==> src/rtl/lin_decim.sv <==
// rtl/lin_decim.sv - two-channel accumulate-and-dump decimator (boxcar average by 2^DECIM_LOG2)
module lin_decim #(
  parameter int WIDTH      = 18,
  parameter int DECIM_LOG2 = 2
) (
  input  logic                    clock,
  input  logic                    reset,
  input  logic                    LD_in_en,
  input  logic                    LD_sync,
  input  logic [WIDTH-1:0]        LD_mR_in,
  input  logic [WIDTH-1:0]        LD_pR_in,
  output logic [WIDTH-1:0]        LD_mR_out,
  output logic [WIDTH-1:0]        LD_pR_out,
  output logic                    LD_out_en,
  output logic [DECIM_LOG2-1:0]   LD_phase
);

  localparam int AccW = WIDTH + DECIM_LOG2;

  logic signed [AccW-1:0] mRAcc, pRAcc;
  logic signed [AccW-1:0] mRExt, pRExt;
  logic signed [AccW-1:0] mRSum, pRSum;
  logic                   lastPhase;

  assign mRExt     = {{DECIM_LOG2{LD_mR_in[WIDTH-1]}}, LD_mR_in};
  assign pRExt     = {{DECIM_LOG2{LD_pR_in[WIDTH-1]}}, LD_pR_in};
  assign mRSum     = mRAcc + mRExt;
  assign pRSum     = pRAcc + pRExt;
  assign lastPhase = (LD_phase == {DECIM_LOG2{1'b1}});

  // Taking the upper WIDTH bits of the sum is the arithmetic shift plus truncation (floor).
  always_ff @(posedge clock or negedge reset) begin
    if (!reset) begin
      mRAcc     <= '0;
      pRAcc     <= '0;
      LD_phase  <= '0;
      LD_mR_out <= '0;
      LD_pR_out <= '0;
      LD_out_en <= 1'b0;
    end else begin
      LD_out_en <= 1'b0;
      if (LD_sync) begin
        if (LD_in_en) begin
          mRAcc    <= mRExt;
          pRAcc    <= pRExt;
          LD_phase <= DECIM_LOG2'(1);
        end else begin
          mRAcc    <= '0;
          pRAcc    <= '0;
          LD_phase <= '0;
        end
      end else if (LD_in_en) begin
        if (lastPhase) begin
          LD_mR_out <= mRSum[AccW-1:DECIM_LOG2];
          LD_pR_out <= pRSum[AccW-1:DECIM_LOG2];
          LD_out_en <= 1'b1;
          mRAcc     <= '0;
          pRAcc     <= '0;
          LD_phase  <= '0;
        end else begin
          mRAcc    <= mRSum;
          pRAcc    <= pRSum;
          LD_phase <= LD_phase + DECIM_LOG2'(1);
        end
      end
    end
  end

endmodule

==> config.mk <==
export PLATFORM = sky130hd
export DESIGN_NAME = lin_decim
export DESIGN_NICKNAME = d
export VERILOG_FILES = /design/src/rtl/lin_decim.sv
export SDC_FILE = /design/constraint.sdc
export NUM_CORES = 1
export LEC_CHECK = 0
export CORE_MARGIN = 1
export CORE_UTILIZATION = 35
export CTS_BUF_LIST = sky130_fd_sc_hd__clkbuf_16
export DETAILED_ROUTE_END_ITERATION = 8
export PLACE_DENSITY = 0.58
export SLEW_MARGIN = 15
export SYNTH_ARGS = -nofsm -noshare
export SYNTH_HDL_FRONTEND = slang
export SYNTH_SLANG_ARGS = --single-unit
==> constraint.sdc <==
create_clock -name clock -period 2.4 [get_ports clock]
set_input_delay 0.24 -clock clock [delete_from_list [all_inputs] [get_ports clock]]
set_output_delay 0.24 -clock clock [all_outputs]
set_load 0.05 [all_outputs]
* Yosys cells after proc, flatten, opt, wreduce, memory -nomap -nowiden
Index checks and enable logic that the tools add are counted.
** Word-level totals
- Register bits :: 79
- Latch bits :: 0
- Bits in writable memories :: 0
- Bits in read-only memories :: 0
- Bits of input ports :: 40
- Output and inout port bits :: 39
- Memories :: 0
** Operators by class
- Add/sub/neg operators :: 3
- Multipliers :: 0
- Divide/modulo/power cells :: 0
- $lt $le $gt $ge :: 0
- Equal/unequal tests :: 1
- Shift operators :: 0
- Muxes and demuxes :: 15
- Bitwise gates (word level) :: 1
- Reduce and logical (&&, ||, !) cells :: 2
** Operator list (number)
- $mux W20 :: 8
- $add A20 B18 Y20 :: 2
- $mux W2 :: 3
- $mux W1 :: 4
- $reduce_and A3 Y1 :: 1
- $add A2 B1 Y2 const B :: 1
- $eq A2 B2 Y1 const B :: 1
- $reduce_bool A2 Y1 :: 1
- $not A1 Y1 :: 1

* Logic depth before layout (Yosys ltp)
- Depth after elaboration :: 4
- Mapped depth :: 11
- Depth with buffers taken out :: 11

* Worst setup path after synthesis
No wires, ideal clock.
- Kind :: register to register
- From :: register mRAcc[0]
- To :: register LD_mR_out[14]
- Library setup time :: 0.083 ns
- Data arrival time :: 2.105 ns
- Data required time :: 2.317 ns
- Setup slack :: 0.212 ns
- Stages on the path, launching flop included :: 12
- Path through :: dfrtp_1 ha_1 inv_1 fa_1 nor2b_1 nor3_1 o21a_1 o211ai_1 and2_1 a31oi_1 xor2_1 o21ai_0
** Between the ends
- Longest elaborated chain between the ends :: 1
** RTL lines
- start, declared :: line 20 : logic signed [AccW-1:0] mRAcc, pRAcc;
- start signal, assigned :: line 44 : mRAcc <= mRExt;
- start signal, assigned :: line 61 : mRAcc <= mRSum;
- $add A20 B18 Y20 :: line 27 : assign mRSum = mRAcc + mRExt;
- end signal, assigned :: line 54 : LD_mR_out <= mRSum[AccW-1:DECIM_LOG2];
- end, declared :: line 12 : output logic [WIDTH-1:0] LD_mR_out,
No other way between the ends.
A chain may end at the register's enable or synchronous reset.

* Worst setup path in the final report
Same ends and word-level chain as after synthesis.

==> impl_metrics.yaml <==
run_status:
  status: "complete, no violations"
place:
  dpl_cell_area_um2: 6240
  dpl.cell_count: 819
  gp_congestion: 0.895
  port_buffers: 78
  dp_hpwl_um: 9590
  pre_cts_ws_ns: -0.418
synthesis:
  synth_nets: 607
  syn_area_um2: 4850
  synth-edff-count: 0
  synth_ff_type: "dfrtp_1"
  yosys.area.top_type: "dfrtp_1"
  synth_cells: 526
  synth_top_area_share_pct: 40.7
  async_reset_ff_share_pct: 100
  ys_ff_latch: 79
  synthTopCellsByArea: "dfrtp_1, ha_1, o21ai_0"
  synth_cell_types: 52
  synth_warnings: 0
  ys_seq_area_share_pct: 40.7
  syn_area_per_cell_um2: 9.23
floorplanning:
  fp.dieW_um: 120
  fp.dieH_um: 120
  core-area_um2: 13400
  initial_core_util_pct: 36.2
  dieArea_um2: 14300
  rows: 42
  io_pins: 79
clock_network:
  root_buffer: "clkbuf_16"
  clkTransAtPathRegs_ns: 0.07
  cts_tree: "yes"
  cts_buffers: 9
  clock-sinks: 79
  clk_latency_ns: 0.35
  cts_max_level: 3
  cts_buffer_depth: 2
power_and_ir_drop:
  total_power_mw: 7.18
  internal_power_mw: 4.25
  ir_worst_vdd_v: 0.000483
  pwr-share-comb_pct: 49.3
  p_sw_share_pct: 40.8
  clockPowerShare_pct: 23.4
  p_per_area_nw_per_um2: 1060
  p_seq_share_pct: 27.3
  power.switching_mw: 2.93
  leakage_nw: 3.07
drt:
  routedWlPerCell_um: 15.9
  drt_wl_total_um: 13300
  drt_iter0_markers: 230
  drtAntennaViolNets: 0
  first_pass_iters: 5
  vias: 4376
  remaining_drc_errors: 0
  routed_via_density: 5.21
global_routing:
  antenna_found_initial: 0
  grt.total_usage_pct: 19.6
  grt_util_met1_pct: 27.1
  grt_pass1_vias: 4479
  overflow: 0
  busiest_layer: "met2"
  grt_max_degree: 40
  grt.met2_usage_pct: 30.5
  grt_use_met3_pct: 2.71
  grt_pass1_wl_um: 22300
flow_run:
  drv_cap: 0
worst_setup_path:
  critical_path.endpoint_type: "flip-flop"
  reg2reg_depth: 11
  cp_slowest_cell: "fa_2"
  rr_endpoint: "LD_mR_out[14]"
  path_cells: "ha_2 -> inv_2 -> fa_2 -> nor2b_4 -> nor3_2 -> o21a_1 -> o211ai_1 -> and2_4 -> a31oi_2 -> xor2_1 -> o21ai_1"
  cp_max_fo: 3
  worstSetupStartpointType: "flip-flop"
  r2r_slack_ns: 0.06
  arrival_ns: 2.58
  r2r_start: "mRAcc[0]"
  cp_slowest_stage_delay_ns: 0.38
  crit_type: "flip-flop to flip-flop"
  cp-startpoint: "mRAcc[0]"
  cp_data_required_time_ns: 2.64
  crit_end: "LD_mR_out[14]"
timing:
  max_freq_mhz: 427
  slew_headroom_pct: 50.4
  fin_skew_ns: 0.0115
  setup_viol: 0
  min_period_ns: 2.34
  tns_ns: 0
  layout_setup_ws_ns: 0.0598
  slew_violations: 0
  post-route-period-util_pct: 97.5
  rsz0062_at_grt: "yes"
  worst_slew_pin_slew_ns: 0.743
  finalHoldViolations: 0
layout:
  finalNonFillerCells: 840
  n_antenna_cell: 0
  syn2layout_area_growth_pct: 38.9
  fillers: 1265
  nets: 741
  drive_gt1_share_pct: 18.4
  finalInstanceArea_um2: 6740
  seqCellArea_um2: 1980
  layout_commonest_cell: "dfrtp_1"
  multi_input_area_um2: 2820
  layout_common_cells: "dfrtp_1, clkdlybuf4s50_1, buf_4"
worst_hold_path:
  hold_depth: 3
  hold_class: "input port to flip-flop"
==> Yosys cell counts, types with 3 or more instances <==
library cell   n
a211oi_1       3
a211oi_2       3
a21o_1        12
a21oi_1       40
a22o_1        12
a22oi_1       22
a31oi_1        7
and3_1         4
clkbuf_1      21
dfrtp_1       79
ha_1          39
inv_1         18
mux2_2         4
nand2_1       62
nand2b_1       4
nand3_1       10
nor2_1        20
nor2b_1        6
o21a_1         3
o21ai_0       65
o21ai_1       15
o21bai_1       4
or3_1          4
xnor2_1       21
xor2_1        13
==> cell families after synthesis <==
group                    Yosys count  synth area share [%]
multiplexers                       6                  1.34
AO/OA/AOI/OAI                    203                  26.3
adder cells (fa/ha/maj)           41                  10.9
XOR/XNOR                          34                  6.14
flip-flops                        79                  40.7
AND/OR/NAND/NOR                  122                  11.4
buffers and inverters             41                  3.17
==> registers in the layout, summed over array words and instances (netlist names) <==
| name | cells |
|---|---|
| mRAcc | 20 |
| pRAcc | 20 |
| LD_mR_out | 18 |
| LD_pR_out | 18 |
| LD_phase | 2 |
| LD_out_en | 1 |
==> worst min path at each step <==
stage                 from       endpoint  slack, ns
2_1_floorplan        reset   LD_mR_out[0]      -0.06
3_3_place_gp         reset  LD_pR_out[11]       0.25
3_5_place_dp         reset  LD_pR_out[11]       0.26
4_1_cts              reset  LD_pR_out[15]       0.42
5_1_grt        LD_mR_in[0]       mRAcc[0]       0.32
6_report       LD_mR_in[0]       mRAcc[0]       0.32
==> stage by stage <==
stage | hold slack [ns] | utilization, %
after global routing | 0.321 | 50.3
after CTS | 0.425 | 49.4
after global placement | 0.247 | 46.6
after floorplan | -0.0556 | -
after detailed placement | 0.261 | 46.6
final | 0.319 | 50.3
==> per-layer routing <==
metal	wire (µm)	vias up
met3	537	18
li1	-	2175
met2	6170	110
met5	0	-
met1	6350	2073
met4	274	0
==> area by class of cell <==
type | instances | area share [%]
inverter | 20 | 1.11
clock buffer | 9 | 3.34
clock inverter | 6 | 1.99
multi-input combinational | 406 | 41.8
sequential | 79 | 29.3
tap | 176 | 3.27
timing repair buffer | 144 | 19.2
==> power groups by stage <==
stage	logic (mW)	registers [mW]	clock network, mW
2_1_floorplan	1.31	2.87	0
3_3_place_gp	3.40	1.97	0
3_5_place_dp	3.43	1.98	0
4_1_cts	3.46	1.96	1.71
5_1_grt	3.82	2.01	1.77
6_report	3.53	1.96	1.68
==> repair_timing <==
| action | in CTS | in global routing |
|---|---|---|
| endpoints found under the hold margin | 37 | 0 |
| hold buffers | 1 | 0 |
| setup endpoints to repair | 6 | 35 |
| buffers inserted | 0 | 5 |
| gates resized for setup | 1 | 33 |
| pin swaps | 1 | 16 |
==> worst max-delay path: cells and delay by family, from the launching register on <==
kind                       cells  cell delay (ns)
AOI/OAI and AO/OA              4             0.66
adders and majority gates      2             0.58
and+or+nand+nor                3             0.40
DFF                            1             0.36
xor gates and xnor gates       1             0.20
buffers and inverters          1             0.04
Note: power is estimated with default switching activity, not from simulation.
